`src/rtl/spi_master_param.sv`:
```
// Parametrised full-duplex SPI master: CPOL/CPHA modes, runtime length, MSB/LSB-first,
// N active-low selects and a programmable SCK half-period, all registered on CLOCK.
module spi_master_param #(
  parameter int DATA_W = 64,
  parameter int N_SS   = 4,
  parameter int LEN_W  = 7,
  parameter int DIV_W  = 8,
  localparam int SEL_W = (N_SS > 1) ? $clog2(N_SS) : 1
) (
  input  logic              CLOCK,
  input  logic              RST,
  input  logic              start,
  output logic              ready,
  output logic              busy,
  input  logic [DATA_W-1:0] tx_data,
  input  logic [LEN_W-1:0]  length,
  input  logic [SEL_W-1:0]  slave_sel,
  input  logic              cpol,
  input  logic              cpha,
  input  logic              lsb_first,
  input  logic [DIV_W-1:0]  divider,
  output logic [DATA_W-1:0] rx_data,
  output logic              rx_valid,
  input  logic              MISO,
  output logic              MOSI,
  output logic              SCK,
  output logic [N_SS-1:0]   SS
);

  typedef enum logic [2:0] {S_IDLE, S_SETUP, S_SHIFT, S_HOLD, S_DONE} state_e;

  localparam logic [LEN_W-1:0] LEN_MAX  = LEN_W'(DATA_W);
  localparam logic [LEN_W:0]   EDGE_ONE = (LEN_W+1)'(1);
  localparam logic [DIV_W-1:0] CNT_ONE  = DIV_W'(1);

  state_e              state_q, state_d;
  logic [DIV_W-1:0]    cnt_q, cnt_d, div_q, div_d;
  logic [LEN_W:0]      edge_q, edge_d;
  logic [LEN_W-1:0]    len_q, len_d;
  logic                cpha_q, cpha_d, lsb_q, lsb_d;
  logic [DATA_W-1:0]   tx_sh_q, tx_sh_d, rx_sh_q, rx_sh_d;
  logic [DATA_W-1:0]   rx_data_q, rx_data_d;
  logic                rx_valid_q, rx_valid_d;
  logic                sck_q, sck_d, mosi_q, mosi_d;
  logic [N_SS-1:0]     ss_q, ss_d, ss_sel;

  logic [LEN_W-1:0]    len_eff, pad_in, pad_q;
  logic [DATA_W-1:0]   tx_aligned;
  logic [LEN_W:0]      edge_next, last_edge;
  logic                do_accept, do_edge, leading, sample, drive;

  // MSB-first data is pre-shifted so bit L-1 sits at the top of the shift register.
  always_comb begin
    len_eff    = ((length == '0) || (length > LEN_MAX)) ? LEN_MAX : length;
    pad_in     = LEN_MAX - len_eff;
    pad_q      = LEN_MAX - len_q;
    tx_aligned = tx_data << pad_in;
    edge_next  = edge_q + EDGE_ONE;
    last_edge  = {len_q, 1'b0};
    leading    = edge_next[0];
    ss_sel     = '1;
    for (int i = 0; i < N_SS; i++) begin
      if (slave_sel == SEL_W'(i)) ss_sel[i] = 1'b0;
    end
  end

  // NOTE: every next-state signal gets a default before the case so no latch is inferred.
  always_comb begin
    state_d    = state_q;
    cnt_d      = cnt_q;
    div_d      = div_q;
    edge_d     = edge_q;
    len_d      = len_q;
    cpha_d     = cpha_q;
    lsb_d      = lsb_q;
    tx_sh_d    = tx_sh_q;
    rx_sh_d    = rx_sh_q;
    rx_data_d  = rx_data_q;
    rx_valid_d = 1'b0;
    sck_d      = sck_q;
    mosi_d     = mosi_q;
    ss_d       = ss_q;
    do_accept  = 1'b0;
    do_edge    = 1'b0;
    sample     = 1'b0;
    drive      = 1'b0;

    unique case (state_q)
      S_IDLE: begin
        sck_d     = cpol;
        do_accept = start;
      end
      S_SETUP, S_SHIFT: begin
        if (cnt_q == div_q) begin
          cnt_d   = '0;
          do_edge = 1'b1;
          state_d = (edge_next == last_edge) ? S_HOLD : S_SHIFT;
        end else begin
          cnt_d = cnt_q + CNT_ONE;
        end
      end
      S_HOLD: begin
        if (cnt_q == div_q) begin
          cnt_d      = '0;
          state_d    = S_DONE;
          rx_valid_d = 1'b1;
          rx_data_d  = lsb_q ? (rx_sh_q >> pad_q) : rx_sh_q;
          ss_d       = '1;
        end else begin
          cnt_d = cnt_q + CNT_ONE;
        end
      end
      S_DONE: begin
        state_d   = S_IDLE;
        sck_d     = cpol;
        do_accept = start;
      end
      default: state_d = S_IDLE;
    endcase

    if (do_edge) begin
      sck_d  = ~sck_q;
      edge_d = edge_next;
      sample = cpha_q ? ~leading : leading;
      // cpha=1 already presents bit 0 from SETUP; cpha=0 holds the last bit at the final edge.
      drive  = cpha_q ? (leading && (edge_next != EDGE_ONE))
                      : (!leading && (edge_next != last_edge));
      if (sample) begin
        rx_sh_d = lsb_q ? {MISO, rx_sh_q[DATA_W-1:1]} : {rx_sh_q[DATA_W-2:0], MISO};
      end
      if (drive) begin
        tx_sh_d = lsb_q ? (tx_sh_q >> 1) : (tx_sh_q << 1);
        mosi_d  = lsb_q ? tx_sh_q[1] : tx_sh_q[DATA_W-2];
      end
    end

    if (do_accept) begin
      state_d = S_SETUP;
      cnt_d   = '0;
      edge_d  = '0;
      div_d   = divider;
      len_d   = len_eff;
      cpha_d  = cpha;
      lsb_d   = lsb_first;
      tx_sh_d = lsb_first ? tx_data : tx_aligned;
      mosi_d  = lsb_first ? tx_data[0] : tx_aligned[DATA_W-1];
      rx_sh_d = '0;
      ss_d    = ss_sel;
      sck_d   = cpol;
    end
  end

  // NOTE: state registers use non-blocking assignments so all of them update together.
  always_ff @(posedge CLOCK or posedge RST) begin
    if (RST) begin
      state_q    <= S_IDLE;
      cnt_q      <= '0;
      div_q      <= '0;
      edge_q     <= '0;
      len_q      <= '0;
      cpha_q     <= 1'b0;
      lsb_q      <= 1'b0;
      tx_sh_q    <= '0;
      rx_sh_q    <= '0;
      rx_data_q  <= '0;
      rx_valid_q <= 1'b0;
      sck_q      <= 1'b0;
      mosi_q     <= 1'b0;
      ss_q       <= '1;
    end else begin
      state_q    <= state_d;
      cnt_q      <= cnt_d;
      div_q      <= div_d;
      edge_q     <= edge_d;
      len_q      <= len_d;
      cpha_q     <= cpha_d;
      lsb_q      <= lsb_d;
      tx_sh_q    <= tx_sh_d;
      rx_sh_q    <= rx_sh_d;
      rx_data_q  <= rx_data_d;
      rx_valid_q <= rx_valid_d;
      sck_q      <= sck_d;
      mosi_q     <= mosi_d;
      ss_q       <= ss_d;
    end
  end

  assign ready    = (state_q == S_IDLE) || (state_q == S_DONE);
  assign busy     = ~ready;
  assign rx_data  = rx_data_q;
  assign rx_valid = rx_valid_q;
  assign MOSI     = mosi_q;
  assign SCK      = sck_q;
  assign SS       = ss_q;

endmodule

```
`config.mk`:
```
export PLATFORM = sky130hd
export DESIGN_NAME = spi_master_param
export DESIGN_NICKNAME = d
export VERILOG_FILES = /design/src/rtl/spi_master_param.sv
export SDC_FILE = /design/constraint.sdc
export NUM_CORES = 1
export LEC_CHECK = 0
export BUFFER_PORTS_ARGS = -buffer_cell sky130_fd_sc_hd__buf_2
export CAP_MARGIN = 20
export CORE_MARGIN = 3
export CORE_UTILIZATION = 55
export CTS_CLUSTER_DIAMETER = 150
export DETAILED_ROUTE_END_ITERATION = 6
export HOLD_SLACK_MARGIN = 0.03
export PLACE_DENSITY = 0.8
export SYNTH_ARGS = -nofsm -noshare
export SYNTH_HDL_FRONTEND = slang
export SYNTH_SLANG_ARGS = --single-unit
```
`constraint.sdc`:
```
create_clock -name CLOCK -period 22.2 [get_ports CLOCK]
set_clock_uncertainty 0.15 [all_clocks]
set_input_delay 4.44 -clock CLOCK [delete_from_list [all_inputs] [get_ports CLOCK]]
set_output_delay 4.44 -clock CLOCK [all_outputs]
set_load 0.01 [all_outputs]
```
==> results.md <==
- Status: complete, but fails checks
- Failing checks: design-rule violations
- Post-synth top area share: 29.0%
- Hold slack: roughly 0.32 ns
- Crit path launch: length[6]
- Final period util: 41.2%
- Clk slew on worst S/H paths: roughly 0.07 ns
- Clock group share of total power: between 10% and 20%
- # hold bufs at CTS: 0
- Synth top area cells: dfrtp_1, mux4_2, mux2i_1
- Total congestion overflow: 0
- Synth area leader: dfrtp_1
- R2r endpoint: rx_data[12]
- Initial antenna violation count: 1
- Residual DRC: 1
- Largest net degree at the start of global routing: around 100
- Final worst-path setup slack: 13.05 ns
- Sequential share of power: between 20% and 30%
- Reg2reg setup slack: 17.86 ns
- Register area share after synthesis: between 20% and 30%
- DRT antenna net count: 0
- Routability congestion estimate from global placement: 1.08
- Initial Utilization: 55.9%
- Vias in the first global route: ~19000
- Worst Hold Class: reg2reg
- Critical Path RT: about 22 ns
- Worst VDD drop: between 0.15 and 0.2 mV
- FF+latch count, synth: roughly 240
- CTS tree: yes
- RSZ-0062 raised after global routing: false
- Hold Fails Final Rpt: 0
- Sum Neg Setup Slack: 0 ns
- Fmax: between 100 and 150 MHz
- Net Sw Frac: about half
- DRT Wirelength: between 70000 and 80000 um
- Post-DP HPWL: around 53000 um
- H-tree depth: 1
- Synth warnings: 0
- Worst endpoint data arrival time: ~9.4 ns
- Syn_nets: 2404
- Num CTS Buffers: 27
- Top Ports: ~160
- TritonRoute pass-1 iters: 7
- ANT cells: 0
- Post-CTS setup buffers: 0
- Worst setup EP type: register
- Int Pwr: about 1500 uW
- Total number of vias: 19900
- CP Max Fanout: 68
- Critical Path Source Type: input pin
- Post-synth EDFFs: 0
- CP endpoint: tx_sh_q[58]
- # setup viols final: 0
- Pwr Density: 138 nW/um2
- Relative slew slack: 32.0%
- Cells after Synth: 2311
- Worst-Margin Slew: about 1.0 ns
- Cell area after synthesis: approximately 20000 um2
- CTS root buf: clkbuf_16
- Comb pwr share: 58.9%
- Min Clock Period, post-route: 9.15 ns
- Port-buffer cells: between 150 and 200
- RR Startpoint: len_q[0]
- Initial DRC Count: just under 3000
- Nets@finish: 2422
- CTS Sinks: between 200 and 250
- NetSw: 1490 uW
- Wire per inst: 26.2 um
- Global Route Usage Sum: roughly 37%
- Clk_lat worst skew: approximately 0.57 ns
- Ys flop type: dfrtp_1
- Mapped Avg Cell Area: about 8.6 um2
- Via-per-instance ratio: slightly above 7
- Clock Tree Buf Depth: 3
- Layout cell share with drive strength beyond 1: approximately a fifth
- Vert. Die Dim: 196 um
- Site Rows: 69
- Path depth of the worst reg2reg path: 10
- Resize count post-CTS: 0
- DIE AREA: roughly 39000 um2
- Async S/R FF share, synth: 100%
- Setup Slack @ Placement: between 10 and 15 ns
- Core Util, Final: 61.1%
- Netlist cell types: 83
- Area Overhead vs Synth: 9.25%
- Max-Cap Viols: 0
- Crit Path Category: in2reg
- Slew Limit Fails: 0
- Core box area: ~36000 um2
- Leakage dissipation: slightly above 0.009 uW
- Wire length of the first global-routing pass: approximately 110000 um
- Fillers: roughly 3000
- Die X-Extent: 196 um
[how the worst min path moves through the flow]
stage               slack (ns)          end  cells after the start        start
CTS                       0.33  rx_data[31]                      2  rx_data[31]
global route              0.35  rx_data[45]                      2  rx_data[45]
floorplan                 0.31       cpha_q                      2       cpha_q
global placement          0.30  rx_data[47]                      2  rx_data[47]
finish                    0.32  rx_data[47]                      2  rx_data[47]
detailed placement        0.31  rx_data[31]                      2  rx_data[31]
[kinds of logic (layout without fill, tap and decap cells)]
logic type,Yosys count,after routing,share of synthesized area [%]
buffers and inverters,245,283,5.03
flip-flops,235,235,29.5
AND/OR/NAND/NOR,766,766,16.4
XOR/XNOR,34,34,1.68
AO/OA/AOI/OAI,696,696,22.2
adder cells (fa/ha/maj),5,5,0.314
multiplexers,330,330,24.9
[stage by stage]
stage | instance area (um2) | std cells | power [uW]
after floorplan | 19900 | 2311 | 1980
after detailed placement | 20900 | 2761 | 2500
after global placement | 20900 | 2761 | 2470
after CTS | 21800 | 2810 | 2950
after global routing | 21800 | 2810 | 3170
final | 21800 | 2810 | 3000
[sequential cells by signal (all words and copies together) (netlist names), 3 cells and up]
name / cells
rx_sh_q: 64
len_q: 7
tx_sh_q: 64
state_q: 3
div_q: 8
edge_q: 8
rx_data: 64
SS: 4
cnt_q: 8
[synth_stat cells (36+ instances only)]
master / n
a21oi_1: 237
o21ai_0: 140
nand3_1: 61
clkbuf_1: 136
buf_2: 36
a31oi_1: 42
dfrtp_1: 231
nor2b_1: 36
nand2_1: 329
a211oi_1: 40
nor2_1: 251
mux4_2: 130
mux2i_1: 177
[power by group through the flow]
stage / Clock, uW / Combinational (uW) / Sequential (uW)
after global placement: 0 / 1690 / 775
after CTS: 454 / 1720 / 780
after global routing: 473 / 1890 / 805
after detailed placement: 0 / 1710 / 785
final: 447 / 1760 / 787
after floorplan: 0 / 1270 / 716
[per-layer routing]
layer	track usage, %	share of wire [%]
met1	51.4	37
met3	7.32	12
met5	0	0.026
met4	18.9	6.2
met2	56.7	44
[layout make-up]
class	instances	area (um2)	share of cell area, %
multi-input cells	1831	13200	60.5
flip-flops and latches	235	5890	27.1
repair buffers	201	1110	5.09
clock buffers	33	728	3.35
well taps	461	577	2.65
clock inverters	16	159	0.730
inverters	33	131	0.604
[layout by cell type, fill, tap and decap left out, types with 19 or more instances in the layout]
cell type and instances:
a31oi_1 42, mux2_2 23, nor2_1 250, buf_4 41, dfrtp_1 229, a22oi_1 25, nor2b_1 35, mux2i_1 177
xor2_1 19, clkbuf_16 27, nand3_1 61, a221oi_1 21, mux4_2 130, buf_2 160, o21a_1 24, inv_1 28
a211oi_1 40, o21ai_0 140, o211ai_1 34, nor3_1 25, a21oi_1 237, nand2_1 329
[worst max-delay path, stage by stage]
cell	delay, ns
buf_2	0.28
nor2b_4	0.06
buf_4	0.31
inv_2	0.09
buf_4	0.57
ha_1	0.83
xor2_4	0.18
buf_4	0.70
mux4_2	0.47
mux2i_1	0.32
a21oi_1	0.22
mux2_2	0.40
a221oi_1	0.32
a21oi_1	0.12
Power figures use the tool's default switching activity.
